File: src/rtl/uart_pkg.sv
// Shared register map, control/status bit positions and TX FSM encoding for the
// UART APB register block.
package uart_pkg;

  localparam logic [7:0] ADDR_TXDATA = 8'h00;
  localparam logic [7:0] ADDR_RXDATA = 8'h01;
  localparam logic [7:0] ADDR_BAUD   = 8'h02;
  localparam logic [7:0] ADDR_CTRL0  = 8'h03;
  localparam logic [7:0] ADDR_CTRL1  = 8'h04;
  localparam logic [7:0] ADDR_STATUS = 8'h05;
  localparam logic [7:0] ADDR_LEVEL  = 8'h06;

  localparam int C0_TXEN  = 0;
  localparam int C0_RXEN  = 1;
  localparam int C0_TXIE  = 2;
  localparam int C0_RXIE  = 3;
  localparam int C0_ERRIE = 4;
  localparam int C0_LOOP  = 5;

  localparam int ST_RXNE   = 0;
  localparam int ST_TXIDLE = 1;
  localparam int ST_OVR    = 2;
  localparam int ST_FE     = 3;
  localparam int ST_PE     = 4;
  localparam int ST_TXOVR  = 5;
  localparam int ST_TXFULL = 6;
  localparam int ST_RXFULL = 7;

  typedef enum logic [1:0] {
    TX_IDLE = 2'd0,
    TX_LOAD = 2'd1,
    TX_BUSY = 2'd2
  } tx_state_e;

  // LEVEL fields are 8 bits wide; a 256-deep FIFO that is full reports 0xFF.
  function automatic logic [7:0] level8(input logic [8:0] cnt);
    return cnt[8] ? 8'hFF : cnt[7:0];
  endfunction

endpackage

File: src/rtl/uart_sync_fifo.sv
// Single-clock FIFO used for the UART TX and RX character queues. A push into a
// full FIFO is accepted when a pop happens in the same cycle.
module uart_sync_fifo #(
  parameter int WIDTH = 8,
  parameter int DEPTH = 16
) (
  input  logic                     clk,
  input  logic                     rst_n,
  input  logic                     i_push,
  input  logic [WIDTH-1:0]         i_wdata,
  input  logic                     i_pop,
  output logic [WIDTH-1:0]         o_rdata,
  output logic                     empty,
  output logic                     full,
  output logic [$clog2(DEPTH):0]   count
);

  localparam int AW = $clog2(DEPTH);
  localparam logic [AW:0] FULL_CNT = DEPTH[AW:0];

  logic [WIDTH-1:0] r_mem [DEPTH];
  logic [AW-1:0]    r_wr_ptr;
  logic [AW-1:0]    r_rd_ptr;
  logic [AW:0]      r_count;
  logic             w_push;
  logic             w_pop;

  assign empty   = (r_count == '0);
  assign full    = (r_count == FULL_CNT);
  assign count   = r_count;
  assign o_rdata = r_mem[r_rd_ptr];
  assign w_pop   = i_pop & ~empty;
  assign w_push  = i_push & (~full | w_pop);

  // NOTE: sequential state uses non-blocking assignments so every flop samples
  // pre-edge values regardless of statement order.
  // NOTE: the storage is flop-based and cleared along with the pointers, so no
  // character from before a reset can ever be observed afterwards.
  always_ff @(posedge clk or negedge rst_n) begin
    if (!rst_n) begin
      r_wr_ptr <= '0;
      r_rd_ptr <= '0;
      r_count  <= '0;
      for (int i = 0; i < DEPTH; i++) r_mem[i] <= '0;
    end else begin
      if (w_push) begin
        r_mem[r_wr_ptr] <= i_wdata;
        r_wr_ptr        <= r_wr_ptr + 1'b1;
      end
      if (w_pop) r_rd_ptr <= r_rd_ptr + 1'b1;
      case ({w_push, w_pop})
        2'b10:   r_count <= r_count + 1'b1;
        2'b01:   r_count <= r_count - 1'b1;
        default: r_count <= r_count;
      endcase
    end
  end

endmodule

File: src/rtl/uart_apb_csr.sv
// APB register block for a UART: TX/RX FIFOs, frame launch FSM, sticky error
// status and interrupt. Define UART_APB_CSR_LOOPBACK_EN to build TX->RX loopback.
module uart_apb_csr
  import uart_pkg::*;
#(
  parameter int          DATA_W     = 8,
  parameter int          FIFO_DEPTH = 16,
  parameter logic [15:0] BAUD_RST   = 16'd0
) (
  input  logic              pClk,
  input  logic              pReset,
  input  logic              pSel,
  input  logic              pEnable,
  input  logic              pWrite,
  input  logic [7:0]        pAddr,
  input  logic [31:0]       pWdata,
  output logic [31:0]       pReadData,
  output logic              TxStart,
  output logic [DATA_W-1:0] TxData,
  input  logic              TxDone,
  input  logic              RxDone,
  input  logic [DATA_W-1:0] RxData,
  input  logic              RxStopBit,
  input  logic              RxParityErr,
  output logic [15:0]       Baud,
  output logic [4:0]        Cfg,
  output logic              IRQ
);

  localparam int CW = $clog2(FIFO_DEPTH) + 1;

  logic [15:0]       r_baud;
  logic [4:0]        r_ctrl0;
  logic [4:0]        r_ctrl1;
  logic              r_ovr, r_fe, r_pe, r_txovr;
  logic              r_rxdone_q;
  logic              r_irq;
  logic [DATA_W-1:0] r_tx_data;
  tx_state_e         r_state, w_next;

  logic              w_wr_acc, w_rd_acc, w_loop;
  logic              w_tx_push_req, w_tx_pop, w_tx_empty, w_tx_full, w_lb_push;
  logic [DATA_W-1:0] w_tx_rdata;
  logic [CW-1:0]     w_tx_count, w_rx_count;
  logic              w_rx_evt, w_rx_pop, w_rx_empty, w_rx_full, w_rx_fe, w_rx_pe;
  logic [DATA_W-1:0] w_rx_char, w_rx_rdata;
  logic              w_rxdone_rise, w_txidle, w_st_wr;
  logic [7:0]        w_status;
  logic              w_unused;

  assign w_wr_acc      = pSel & pEnable & pWrite;
  assign w_rd_acc      = pSel & pEnable & ~pWrite;
  assign w_tx_push_req = w_wr_acc & (pAddr == ADDR_TXDATA);
  assign w_rx_pop      = w_rd_acc & (pAddr == ADDR_RXDATA) & ~w_rx_empty;
  assign w_st_wr       = w_wr_acc & (pAddr == ADDR_STATUS);
  assign w_rxdone_rise = RxDone & ~r_rxdone_q;
  assign w_txidle      = (r_state == TX_IDLE) & w_tx_empty;
  assign w_unused      = &{1'b0, pWdata[31:16]};

  uart_sync_fifo #(.WIDTH(DATA_W), .DEPTH(FIFO_DEPTH)) u_tx_fifo (
    .clk(pClk), .rst_n(pReset), .i_push(w_tx_push_req), .i_wdata(pWdata[DATA_W-1:0]),
    .i_pop(w_tx_pop), .o_rdata(w_tx_rdata), .empty(w_tx_empty), .full(w_tx_full),
    .count(w_tx_count)
  );

  uart_sync_fifo #(.WIDTH(DATA_W), .DEPTH(FIFO_DEPTH)) u_rx_fifo (
    .clk(pClk), .rst_n(pReset), .i_push(w_rx_evt), .i_wdata(w_rx_char),
    .i_pop(w_rx_pop), .o_rdata(w_rx_rdata), .empty(w_rx_empty), .full(w_rx_full),
    .count(w_rx_count)
  );

`ifdef UART_APB_CSR_LOOPBACK_EN
  logic r_loop;

  always_ff @(posedge pClk or negedge pReset) begin
    if (!pReset)                                r_loop <= 1'b0;
    else if (w_wr_acc && pAddr == ADDR_CTRL0)   r_loop <= pWdata[C0_LOOP];
  end

  // While looping, the external deserializer is ignored and the launched
  // character is received as a clean frame.
  assign w_loop    = r_loop;
  assign w_rx_evt  = r_ctrl0[C0_RXEN] & (w_loop ? w_lb_push : w_rxdone_rise);
  assign w_rx_char = w_loop ? r_tx_data : RxData;
  assign w_rx_fe   = ~w_loop & ~RxStopBit;
  assign w_rx_pe   = ~w_loop & RxParityErr;
`else
  assign w_loop    = 1'b0;
  assign w_rx_evt  = r_ctrl0[C0_RXEN] & w_rxdone_rise;
  assign w_rx_char = RxData;
  assign w_rx_fe   = ~RxStopBit;
  assign w_rx_pe   = RxParityErr;
`endif

  // TX launch FSM: state register, next-state logic, outputs.
  always_ff @(posedge pClk or negedge pReset) begin
    if (!pReset) r_state <= TX_IDLE;
    else         r_state <= w_next;
  end

  // NOTE: every combinational output gets a default first so no path through
  // the case statement can leave it unassigned and infer a latch.
  always_comb begin
    w_next = r_state;
    case (r_state)
      TX_IDLE: if (r_ctrl0[C0_TXEN] && !w_tx_empty) w_next = TX_LOAD;
      TX_LOAD: w_next = w_loop ? TX_IDLE : TX_BUSY;
      TX_BUSY: if (TxDone) w_next = TX_IDLE;
      default: w_next = TX_IDLE;
    endcase
  end

  always_comb begin
    w_tx_pop  = (r_state == TX_IDLE) & r_ctrl0[C0_TXEN] & ~w_tx_empty;
    TxStart   = (r_state == TX_LOAD) & ~w_loop;
    w_lb_push = (r_state == TX_LOAD) & w_loop;
  end

  always_ff @(posedge pClk or negedge pReset) begin
    if (!pReset) begin
      r_baud     <= BAUD_RST;
      r_ctrl0    <= '0;
      r_ctrl1    <= '0;
      r_tx_data  <= '0;
      r_rxdone_q <= 1'b0;
      r_irq      <= 1'b0;
    end else begin
      if (w_wr_acc && pAddr == ADDR_BAUD)  r_baud  <= pWdata[15:0];
      if (w_wr_acc && pAddr == ADDR_CTRL0) r_ctrl0 <= pWdata[4:0];
      if (w_wr_acc && pAddr == ADDR_CTRL1) r_ctrl1 <= pWdata[4:0];
      if (w_tx_pop)                        r_tx_data <= w_tx_rdata;
      r_rxdone_q <= RxDone;
      r_irq      <= (r_ctrl0[C0_RXIE] & ~w_rx_empty) | (r_ctrl0[C0_TXIE] & w_txidle) |
                    (r_ctrl0[C0_ERRIE] & (r_ovr | r_fe | r_pe | r_txovr));
    end
  end

  // Sticky errors: a set in the same cycle as its W1C wins.
  always_ff @(posedge pClk or negedge pReset) begin
    if (!pReset) begin
      r_ovr   <= 1'b0;
      r_fe    <= 1'b0;
      r_pe    <= 1'b0;
      r_txovr <= 1'b0;
    end else begin
      r_ovr   <= (r_ovr   & ~(w_st_wr & pWdata[ST_OVR]))   | (w_rx_evt & w_rx_full & ~w_rx_pop);
      r_fe    <= (r_fe    & ~(w_st_wr & pWdata[ST_FE]))    | (w_rx_evt & w_rx_fe);
      r_pe    <= (r_pe    & ~(w_st_wr & pWdata[ST_PE]))    | (w_rx_evt & w_rx_pe);
      r_txovr <= (r_txovr & ~(w_st_wr & pWdata[ST_TXOVR])) | (w_tx_push_req & w_tx_full & ~w_tx_pop);
    end
  end

  always_comb begin
    w_status             = '0;
    w_status[ST_RXNE]    = ~w_rx_empty;
    w_status[ST_TXIDLE]  = w_txidle;
    w_status[ST_OVR]     = r_ovr;
    w_status[ST_FE]      = r_fe;
    w_status[ST_PE]      = r_pe;
    w_status[ST_TXOVR]   = r_txovr;
    w_status[ST_TXFULL]  = w_tx_full;
    w_status[ST_RXFULL]  = w_rx_full;
  end

  always_comb begin
    pReadData = '0;
    case (pAddr)
      ADDR_RXDATA: if (!w_rx_empty) pReadData[DATA_W-1:0] = w_rx_rdata;
      ADDR_BAUD:   pReadData[15:0] = r_baud;
      ADDR_CTRL0: begin
        pReadData[4:0]     = r_ctrl0;
        pReadData[C0_LOOP] = w_loop;
      end
      ADDR_CTRL1:  pReadData[4:0] = r_ctrl1;
      ADDR_STATUS: pReadData[7:0] = w_status;
      ADDR_LEVEL: begin
        pReadData[23:16] = level8(9'(w_rx_count));
        pReadData[7:0]   = level8(9'(w_tx_count));
      end
      default: pReadData = '0;
    endcase
  end

  assign TxData = r_tx_data;
  assign Baud   = r_baud;
  assign Cfg    = r_ctrl1;
  assign IRQ    = r_irq;

endmodule

File: config.mk
export PLATFORM = sky130hd
export DESIGN_NAME = uart_apb_csr
export DESIGN_NICKNAME = d
export VERILOG_FILES = /design/src/rtl/uart_pkg.sv /design/src/rtl/uart_sync_fifo.sv /design/src/rtl/uart_apb_csr.sv
export SDC_FILE = /design/constraint.sdc
export NUM_CORES = 1
export LEC_CHECK = 0
export BUFFER_PORTS_ARGS = -buffer_cell sky130_fd_sc_hd__buf_4
export CORE_MARGIN = 2
export CORE_UTILIZATION = 50
export DETAILED_ROUTE_END_ITERATION = 16
export GPL_TIMING_DRIVEN = 0
export MAX_ROUTING_LAYER = met4
export PLACE_DENSITY = 0.79
export SETUP_SLACK_MARGIN = 0.4
export SYNTH_ARGS = -nofsm -noshare
export SYNTH_HDL_FRONTEND = slang
export SYNTH_SLANG_ARGS = --single-unit
File: constraint.sdc
create_clock -name pClk -period 4.2 [get_ports pClk]
set_input_delay 0.63 -clock pClk [delete_from_list [all_inputs] [get_ports pClk]]
set_output_delay 0.63 -clock pClk [all_outputs]
set_load 0.05 [all_outputs]
==> impl_metrics.tcl, run 1 <==
set metrics [dict create \
    outcome "complete, no violations" \
    dpl_cell_area_um2 16700 \
    core_um2 30500 \
    die_width_um 180 \
    synth_enable_flop_cells 0 \
    start_kind "flip-flop" \
    fin_nets 1287 \
    maxSlewHeadroom_pct 39.6 \
    yosys.area.top_type_share_pct 52.5 \
    root_buffer "clkbuf_16" \
    synth_flop_cell "dfrtp_1" \
    syn_to_final_growth_pct 16.5 \
    wl_per_cell_um 22.6 \
    p_leak_nw 8.67 \
    num_rows 64 \
    num_vias 9569 \
    fin_util_pct 58.9 \
    grt_pass1_vias 10100 \
    antenna_left 0 \
    synth-seq-area-share_pct 52.5 \
    route.detailed.drc 0 \
    grt_max_degree 130 \
    wl_mm 36.8 \
    finalCriticalPeriod_ns 3.71 \
    cp_max_fo 10 \
    drt_iter0_markers 659 \
    drv_slew 0 \
    finClkSkew_ns 0.0302 \
    yosys.area.top_type "dfrtp_1" \
    yosys_warnings 0 \
    yosys-top-cells-area "dfrtp_1 53%, mux2_2 20%, mux4_2 9.3%" \
    clkSinkCount 324 \
    grt_pass1_wl_mm 58.6 \
    final.period_utilization_pct 88.4 \
    arrival_ns 3.08 \
    cp-end-kind "primary output" \
    fin_setup_tns_ns 0 \
    grt_util_all_layers_pct 23.9 \
    critPathRequiredTime_ns 3.57 \
    p_per_area_nw_per_um2 379 \
    worstMarginPinSlew_ns 0.894 \
    dr.pass1.iters 5 \
    io_pins 120 \
    max_freq_mhz 269 \
    post-dp-hpwl_mm 24.9 \
    stdcell_area_um2 18000 \
    synth_area_per_cell_um2 14.3 \
    grt-ovfl-total 0 \
    synth_most_common_cell "dfrtp_1" \
    cts_tree "built" \
    die_area_um2 32300 \
    dieHeight_um 180 \
    hold_viol 0 \
    cts_made_buffers 36 \
    async_flop_share_pct 100 \
    netlist_area_um2 15400 \
    clk_latency_ns 0.54 \
    synth_cell_types 58 \
    maxCapViolCount 0 \
    clkTransAtPathRegs_ns 0.06 \
    synth_seq_cells 324 \
    finalSetupViolations 0 \
    antennaDiodeCount 0 \
    start_util_pct 50.6 \
    drive_above_1_share_pct 45.1 \
    portBuffers 84 \
    min-delay-path-class "in -> async" \
    clock_path_buffers 3 \
    syn_inst 1076 \
    via_per_inst 5.86 \
    rsz0062_at_grt "false" \
    antenna_found_initial 0 \
    gp_congestion 0.854 \
    ys_top_cells_by_count "324 x dfrtp_1, 276 x mux2_2, 64 x mux4_2" \
    ir_worst_vdd_uv 329 \
    ctsHtreeMaxLevel 2 \
    hold_buffers 0 \
    critPathKind "reg -> out" \
]
timing repair:
item / in CTS / in global routing
gates resized for setup: 5 / 2
setup buffers: 0 / 0
endpoints found under the setup margin: 7 / 3
hold endpoints to repair: 0 / 0
path summary, 6_finish.rpt:
| check | start | endpoint | slack (ns) | cells past startpoint |
|---|---|---|---|---|
| worst max-delay path | u_rx_fifo.r_rd_ptr[0] | pReadData[5] | 0.49 | 7 |
| worst min-delay path | pReset | u_rx_fifo.count[0] | 0.07 | 1 |
| worst max register to register | u_rx_fifo.count[0] | u_rx_fifo.count[4] | 0.77 | 11 |
| worst min register to register | TxData[7] | TxData[7] | 0.48 | 2 |
| max in group asynchronous | pReset | Baud[15] | 3.04 | 2 |
| min in group pClk | RxDone | r_rxdone_q | 0.25 | 1 |
worst max-delay path: stages (launching register included):
cell	delay, ns
dfrtp_1	0.35
clkbuf_1	0.27
clkbuf_4	0.37
mux4_2	0.54
mux2i_1	0.26
o22ai_1	0.22
a311o_1	0.33
buf_4	0.20
cell type report:
cell class / count / area, µm²
fill: 2356 / 12500
sequential: 324 / 8110
multi-input combinational: 667 / 6940
clock buffer: 51 / 1070
timing repair buffer: 86 / 693
tap: 396 / 495
buffer: 82 / 385
clock inverter: 13 / 229
inverter: 13 / 51.3
per-stage QoR:
stage	total power, mW	cells	setup slack, ns	hold slack (ns)
global placement	3.46	1566	-0.382	0.467
floorplan	3.33	1086	0.908	0.334
detailed placement	3.48	1568	0.419	0.471
CTS	6.87	1632	0.400	0.0842
finish	6.81	1632	0.486	0.0674
global route	7.01	1632	0.404	0.115
metal layers:
metal	vias to the layer above	wire, µm	GRT usage (%)	share of wire [%]
met5	-	0	-	0
met3	78	1880	3.61	5.1
li1	4177	-	-	-
met2	286	18500	39.0	50
met1	5028	15200	30.8	41
met4	0	1220	7.93	3.3
cell families after synthesis:
family	count (synthesis)	share of synthesized area, %
multiplexers	388	33.1
flip-flops	324	52.5
AND/OR/NAND/NOR	165	5.97
buffers and inverters	95	2.76
AO/OA/AOI/OAI	62	2.68
XOR/XNOR	21	1.19
adder cells (fa/ha/maj)	20	1.72
other	1	0.0243
layout by cell type (no fill, tap or decap), types with 15 or more instances in the layout:
cell	synthesis	layout
clkbuf_16	0	37
mux4_2	64	64
o21ai_0	26	26
buf_4	11	95
xnor2_1	15	15
and3_1	18	18
clkbuf_1	43	45
nor2_1	16	16
mux2_2	276	276
ha_1	18	18
buf_2	21	20
mux2i_1	32	32
dfrtp_1	324	324
mux2_4	16	16
nand2_1	62	62
flip-flops by register name (all words and copies together) (netlist names), 2 cells and up:
register and count:
r_ctrl0 5, u_rx_fifo.r_rd_ptr 4, Cfg 5, TxData 8, u_tx_fifo.r_rd_ptr 4, u_tx_fifo.r_wr_ptr 4, r_state 2, u_tx_fifo.count 5
u_rx_fifo.r_mem 128, u_rx_fifo.r_wr_ptr 4, u_tx_fifo.r_mem 128, Baud 16, u_rx_fifo.count 5
power breakdown:
part / internal [mW] / switching [mW] / total [mW]
sequential: 3.14 / 0.0162 / 3.16
combinational: 0.0733 / 0.191 / 0.264
clock: 2.09 / 1.30 / 3.39
No activity file was read; power rests on OpenSTA's default activity.
==> run 2, diff against run 1 <==
--- a/config.mk
+++ b/config.mk
@@ -9,10 +9,10 @@
 export CORE_MARGIN = 2
 export CORE_UTILIZATION = 50
 export DETAILED_ROUTE_END_ITERATION = 16
-export GPL_TIMING_DRIVEN = 0
 export MAX_ROUTING_LAYER = met4
 export PLACE_DENSITY = 0.79
 export SETUP_SLACK_MARGIN = 0.4
 export SYNTH_ARGS = -nofsm -noshare
 export SYNTH_HDL_FRONTEND = slang
 export SYNTH_SLANG_ARGS = --single-unit
+export TNS_END_PERCENT = 30
==> impl_metrics.tcl, run 2 (same netlist as run 1, synthesis figures left out) <==
set metrics [dict create \
    grt-ovfl-total 0 \
    drv_slew 0 \
    ir_worst_vdd_uv 374 \
    grt_busiest_layer "met2" \
    finalCriticalPeriod_ns 3.49 \
    grt_pass1_wl_mm 55.9 \
    cp_max_fo 8 \
    start_kind "flip-flop" \
    arrival_ns 2.86 \
    p_leak_nw 8.48 \
    core_um2 30500 \
    outcome "complete, no violations" \
    die_width_um 180 \
    die_area_um2 32300 \
    met2_usage_pct 37.2 \
    hold_viol 0 \
    combPwrFrac_pct 3.8 \
    clock_path_buffers 3 \
    antenna_found_initial 0 \
    fin_util_pct 57.8 \
    post-place-ws_ns 0.464 \
    grt_pass1_vias 9780 \
    start_util_pct 50.6 \
    clkTransAtPathRegs_ns 0.06 \
    via_per_inst 5.87 \
    portBuffers 92 \
    rsz0062_at_grt "false" \
    cts_tree "built" \
    route.detailed.drc 0 \
    critPathKind "reg -> out" \
    power_frac_clock_pct 48.5 \
    final_cell_mix "322 x dfrtp_1, 276 x mux2_2, 102 x buf_4" \
    antennaDiodeCount 0 \
    fill_cells 2331 \
    maxSlewHeadroom_pct 26.3 \
    switching_power_mw 1.44 \
    wl_mm 35.0 \
    antenna_left 0 \
    total_power_mw 6.61 \
    cts_made_buffers 35 \
    num_vias 9197 \
    dr.pass1.iters 5 \
    mostFrequentLayoutCell "dfrtp_1" \
    min-delay-path-class "in -> async" \
    cts_setup_buffers 0 \
    max_freq_mhz 287 \
    switching_share_pct 21.8 \
    hold_buffers 0 \
    grt_use_met3_pct 4.07 \
    grt_max_degree 131 \
    gp_congestion 0.838 \
    intPower_mw 5.17 \
    cp-end-kind "primary output" \
    numPlacedInstances 1506 \
    clk_latency_ns 0.51 \
    root_buffer "clkbuf_16" \
    clkSinkCount 324 \
    maxCapViolCount 0 \
    setup_ws_ns 0.713 \
    worstMarginPinSlew_ns 1.11 \
    drt_iter0_markers 553 \
    fin_setup_tns_ns 0 \
    pwr-share-seq_pct 47.7 \
    post-dp-hpwl_mm 22.6 \
    drive_above_1_share_pct 46.1 \
    ctsHtreeMaxLevel 2 \
    fin_nets 1224 \
    final.period_utilization_pct 83.0 \
    dieHeight_um 180 \
    p_per_area_nw_per_um2 375 \
    wl_per_cell_um 22.4 \
    io_pins 120 \
    num_rows 64 \
    syn_to_final_growth_pct 14.4 \
    finalSetupViolations 0 \
    finClkSkew_ns 0.0140 \
    grt_util_all_layers_pct 22.7 \
    critPathRequiredTime_ns 3.57 \
    cts_resized 0 \
    grt.met1_usage_pct 29.0 \
    final_cells 1567 \
]
==> run 2: changes by cell type in the layout (fill, tap and decap cells not counted), moves of 6 or more <==
| cell | change |
|---|---|
| clkbuf_1 | -40 |
| buf_4 | +7 |
| buf_1 | -6 |
| buf_2 | -20 |
==> run 2: per-layer routing <==
layer	vias to the layer above	share of wire, %
met5	-	0
met4	0	2.9
met3	69	4.8
met2	231	51
met1	4852	42
li1	4045	-
==> run 2: metrics by stage <==
stage	cell area, µm²	hold slack [ns]
after floorplan	15500	0.334
after global placement	16400	0.464
final	17600	0.258
after global routing	17600	0.267
after detailed placement	16400	0.473
after CTS	17600	0.262
==> run 2: final timing paths <==
check	startpoint	end	slack [ns]	cells after the start
hold / removal	pReset	u_rx_fifo.count[1]	0.26	1
hold reg to reg	TxData[6]	TxData[6]	0.48	2
setup / recovery	u_rx_fifo.r_rd_ptr[0]	pReadData[7]	0.71	5
min in group pClk	RxDone	r_rxdone_q	0.28	1
setup reg to reg	u_tx_fifo.count[0]	u_tx_fifo.count[4]	0.81	11
max in group asynchronous	pReset	u_rx_fifo.r_mem[15]	2.86	2
==> run 2: final cells by class <==
| cell class | count | area [µm²] | area share [%] |
|---|---|---|---|
| repair buffers | 106 | 841 | 4.76 |
| well taps | 396 | 495 | 2.81 |
| clock buffers | 53 | 1080 | 6.15 |
| clock inverters | 8 | 133 | 0.751 |
| flip-flops and latches | 324 | 8110 | 46.0 |
| inverters | 13 | 51.3 | 0.291 |
| multi-input cells | 667 | 6930 | 39.3 |
==> run 2: power groups by stage <==
stage          logic (mW)  clock network [mW]  registers (mW)
3_5_place_dp        0.251                   0            3.21
2_1_floorplan       0.111                   0            3.22
5_1_grt             0.277                3.39            3.16
4_1_cts             0.253                3.26            3.16
3_3_place_gp        0.247                   0            3.21
6_report            0.249                3.21            3.16
==> run 2: worst max-delay path, stage by stage, from the launching register on <==
cell and delay [ns]:
dfrtp_1 0.68, mux4_2 0.58, mux2i_1 0.27, o22ai_1 0.22, a311o_1 0.38, buf_4 0.20
==> run 3, diff against run 2 <==
--- a/config.mk
+++ b/config.mk
@@ -5,12 +5,13 @@
 export SDC_FILE = /design/constraint.sdc
 export NUM_CORES = 1
 export LEC_CHECK = 0
+export ABC_AREA = 1
 export BUFFER_PORTS_ARGS = -buffer_cell sky130_fd_sc_hd__buf_4
 export CORE_MARGIN = 2
 export CORE_UTILIZATION = 50
 export DETAILED_ROUTE_END_ITERATION = 16
 export MAX_ROUTING_LAYER = met4
-export PLACE_DENSITY = 0.79
+export PLACE_DENSITY = 0.82
 export SETUP_SLACK_MARGIN = 0.4
 export SYNTH_ARGS = -nofsm -noshare
 export SYNTH_HDL_FRONTEND = slang
==> constraint.sdc (replaced) <==
create_clock -name pClk -period 3.13 [get_ports pClk]
set_input_delay 0.4695 -clock pClk [delete_from_list [all_inputs] [get_ports pClk]]
set_output_delay 0.4695 -clock pClk [all_outputs]
set_load 0.05 [all_outputs]
==> impl_metrics.tcl, run 3 <==
set metrics [dict create \
    cp_max_fo 6 \
    arrival_ns 2.28 \
    intPower_mw 7.03 \
    pwr-share-seq_pct 44.4 \
    synth_most_common_cell "nand2_1" \
    grt_pass1_vias 14800 \
    start_kind "flip-flop" \
    root_buffer "clkbuf_16" \
    portBuffers 92 \
    maxCapViolCount 0 \
    synth_cell_types 38 \
    via_per_inst 5.64 \
    synth_area_per_cell_um2 7.51 \
    post-place-ws_ns 0.153 \
    final.period_utilization_pct 87.8 \
    hold_viol 0 \
    synth_flop_cell "dfrtp_1" \
    p_leak_nw 9.93 \
    rsz0062_at_grt "true" \
    cpPeakStageDelay_ns 0.54 \
    syn_inst 2321 \
    clkSinkCount 324 \
    grt-ovfl-total 0 \
    critPathKind "reg -> out" \
    die_width_um 191 \
    path_cells "clkinv_8 -> buf_4 -> nand2_1 -> nand3_1 -> nand3_1 -> nand3_1 -> nand2_1 -> nand2_1 -> nand2_1 -> buf_4" \
    cp-end-kind "primary output" \
    total_power_mw 9.65 \
    antenna_found_initial 0 \
    fin_nets 2441 \
    clock_path_buffers 3 \
    drv_slew 0 \
    finalCriticalPeriod_ns 2.75 \
    ys_top_cells_by_count "878 x nand2_1, 324 x dfrtp_1, 269 x inv_1" \
    r2r_slack_ns 0.53 \
    drt_iter0_markers 1872 \
    hold_depth 1 \
    num_rows 68 \
    max_freq_mhz 364 \
    antenna_left 0 \
    yosys.area.top_type_share_pct 46.5 \
    finalSetupViolations 0 \
    num_vias 16000 \
    post-dp-hpwl_mm 30.3 \
    grt_util_all_layers_pct 27.0 \
    worstMarginPinSlew_ns 1.05 \
    critPathRequiredTime_ns 2.66 \
    grt_pass1_wl_mm 76.7 \
    final_cell_mix "878 x nand2_1, 322 x dfrtp_1, 265 x inv_1" \
    netlist_area_um2 17400 \
    die_area_um2 36400 \
    crit_slowest_cell "dfrtp_2" \
    setup_ws_ns 0.383 \
    finClkSkew_ns 0.0295 \
    clkTransAtPathRegs_ns 0.07 \
    min_to "r_rxdone_q" \
    outcome "complete, no violations" \
    drive_above_1_share_pct 11.5 \
    dieHeight_um 191 \
    ir_worst_vdd_uv 450 \
    cts_tree "built" \
    combPwrFrac_pct 11.4 \
    yosys.area.top_type "dfrtp_1" \
    yosys_warnings 0 \
    reg2reg_to "u_rx_fifo.count[4]" \
    maxSlewHeadroom_pct 30.2 \
    yosys-top-cells-area "dfrtp_1 47%, nand2_1 19%, nand3_1 6.4%" \
    switching_share_pct 27.1 \
    syn_to_final_growth_pct 13.1 \
    holdWs_ns 0.0770 \
    wl_mm 48.0 \
    ff2ff_path_depth 15 \
    io_pins 120 \
    fin_setup_tns_ns 0 \
    ctsHtreeMaxLevel 2 \
    power_frac_clock_pct 44.2 \
    start_util_pct 50.6 \
    route.detailed.drc 0 \
    wl_per_cell_um 16.9 \
    p_per_area_nw_per_um2 489 \
    min_from "RxDone" \
    dr.pass1.iters 6 \
    synth_seq_cells 324 \
    cts_made_buffers 37 \
    gp_congestion 0.929 \
    core_um2 34500 \
    cp_common_cell "nand2_1" \
    switching_power_mw 2.62 \
    min-delay-path-class "in -> reg" \
    grt_max_degree 150 \
    clk_latency_ns 0.54 \
    synth_enable_flop_cells 0 \
    mostFrequentLayoutCell "nand2_1" \
    async_flop_share_pct 100 \
    antennaDiodeCount 0 \
    reg2reg_from "u_rx_fifo.count[3]" \
    synth-seq-area-share_pct 46.5 \
]
-- run 3: cell types whose count changed after synthesis, moves of 115 or more --
cell     previous run  this run
nand3_1            12       224
inv_1              12       269
nand2_1            62       878
nand4_1             7       129
o21ai_1             0       115
mux2_2            276         0
-- run 3: repair_timing --
action / CTS / global route
setup endpoints to repair: 10 / 12
hold buffers: 1 / 0
resized for setup: 8 / 19
endpoints found under the hold margin: 68 / 0
buffers inserted: 1 / 8
pin swaps: 0 / 2
cloned: 0 / 3
-- run 3: area by class of cell --
type / count / area (µm²)
Inverter: 274 / 1040
Clock inverter: 17 / 158
Tap cell: 455 / 569
Timing Repair inverter: 1 / 8.76
Fill cell: 2965 / 14700
Multi-Input combinational cell: 1588 / 7570
Sequential cell: 324 / 8110
Clock buffer: 49 / 1030
Timing Repair Buffer: 138 / 1210
-- run 3: worst max-delay path by stage --
stage	from	end	slack, ns	cells after the start
after floorplan	r_state[1]	u_tx_fifo.count[4]	0.73	14
after global placement	pAddr[6]	u_rx_fifo.count[4]	0.28	18
after detailed placement	pAddr[1]	u_rx_fifo.count[4]	0.15	18
after CTS	u_rx_fifo.count[0]	u_rx_fifo.count[4]	0.38	16
after global routing	u_rx_fifo.r_rd_ptr[0]	pReadData[3]	0.34	11
final	u_rx_fifo.r_rd_ptr[0]	pReadData[1]	0.38	10
-- run 3: metal layers --
metal,wire length [µm],vias up,global-route usage (%)
met5,0,-,-
li1,-,7451,-
met1,20000,7620,37.1
met2,21600,824,40.5
met4,1790,0,10.5
met3,4630,148,4.12
-- run 3: worst max-delay path: cells and delay by family, from the launching register on --
kind / cells / cell delay (ns)
and+or+nand+nor: 7 / 0.69
DFF: 1 / 0.54
buffers and inverters: 3 / 0.51
-- run 3: logic make-up after synthesis --
logic type	share of synthesized area [%]
xor+xnor	0.804
other cells	0.0215
simple gates	34.9
buf+inv	10.5
fa+ha+maj	1.52
compound gates	5.78
flops	46.5
-- run 3: power by group through the flow --
stage	registers, mW	clock network (mW)	logic [mW]
finish	4.29	4.26	1.10
floorplan	4.36	0	0.686
global placement	4.36	0	1.04
CTS	4.28	4.30	1.07
detailed placement	4.36	0	1.06
global route	4.29	4.47	1.21
-- run 3: metrics by stage --
stage,utilization (%),std cells,instance area [µm²]
2_1_floorplan,-,2331,17500
3_3_place_gp,53.1,2767,18300
6_report,57.2,2846,19700
4_1_cts,56.7,2835,19500
3_5_place_dp,53.1,2767,18300
5_1_grt,57.2,2846,19700
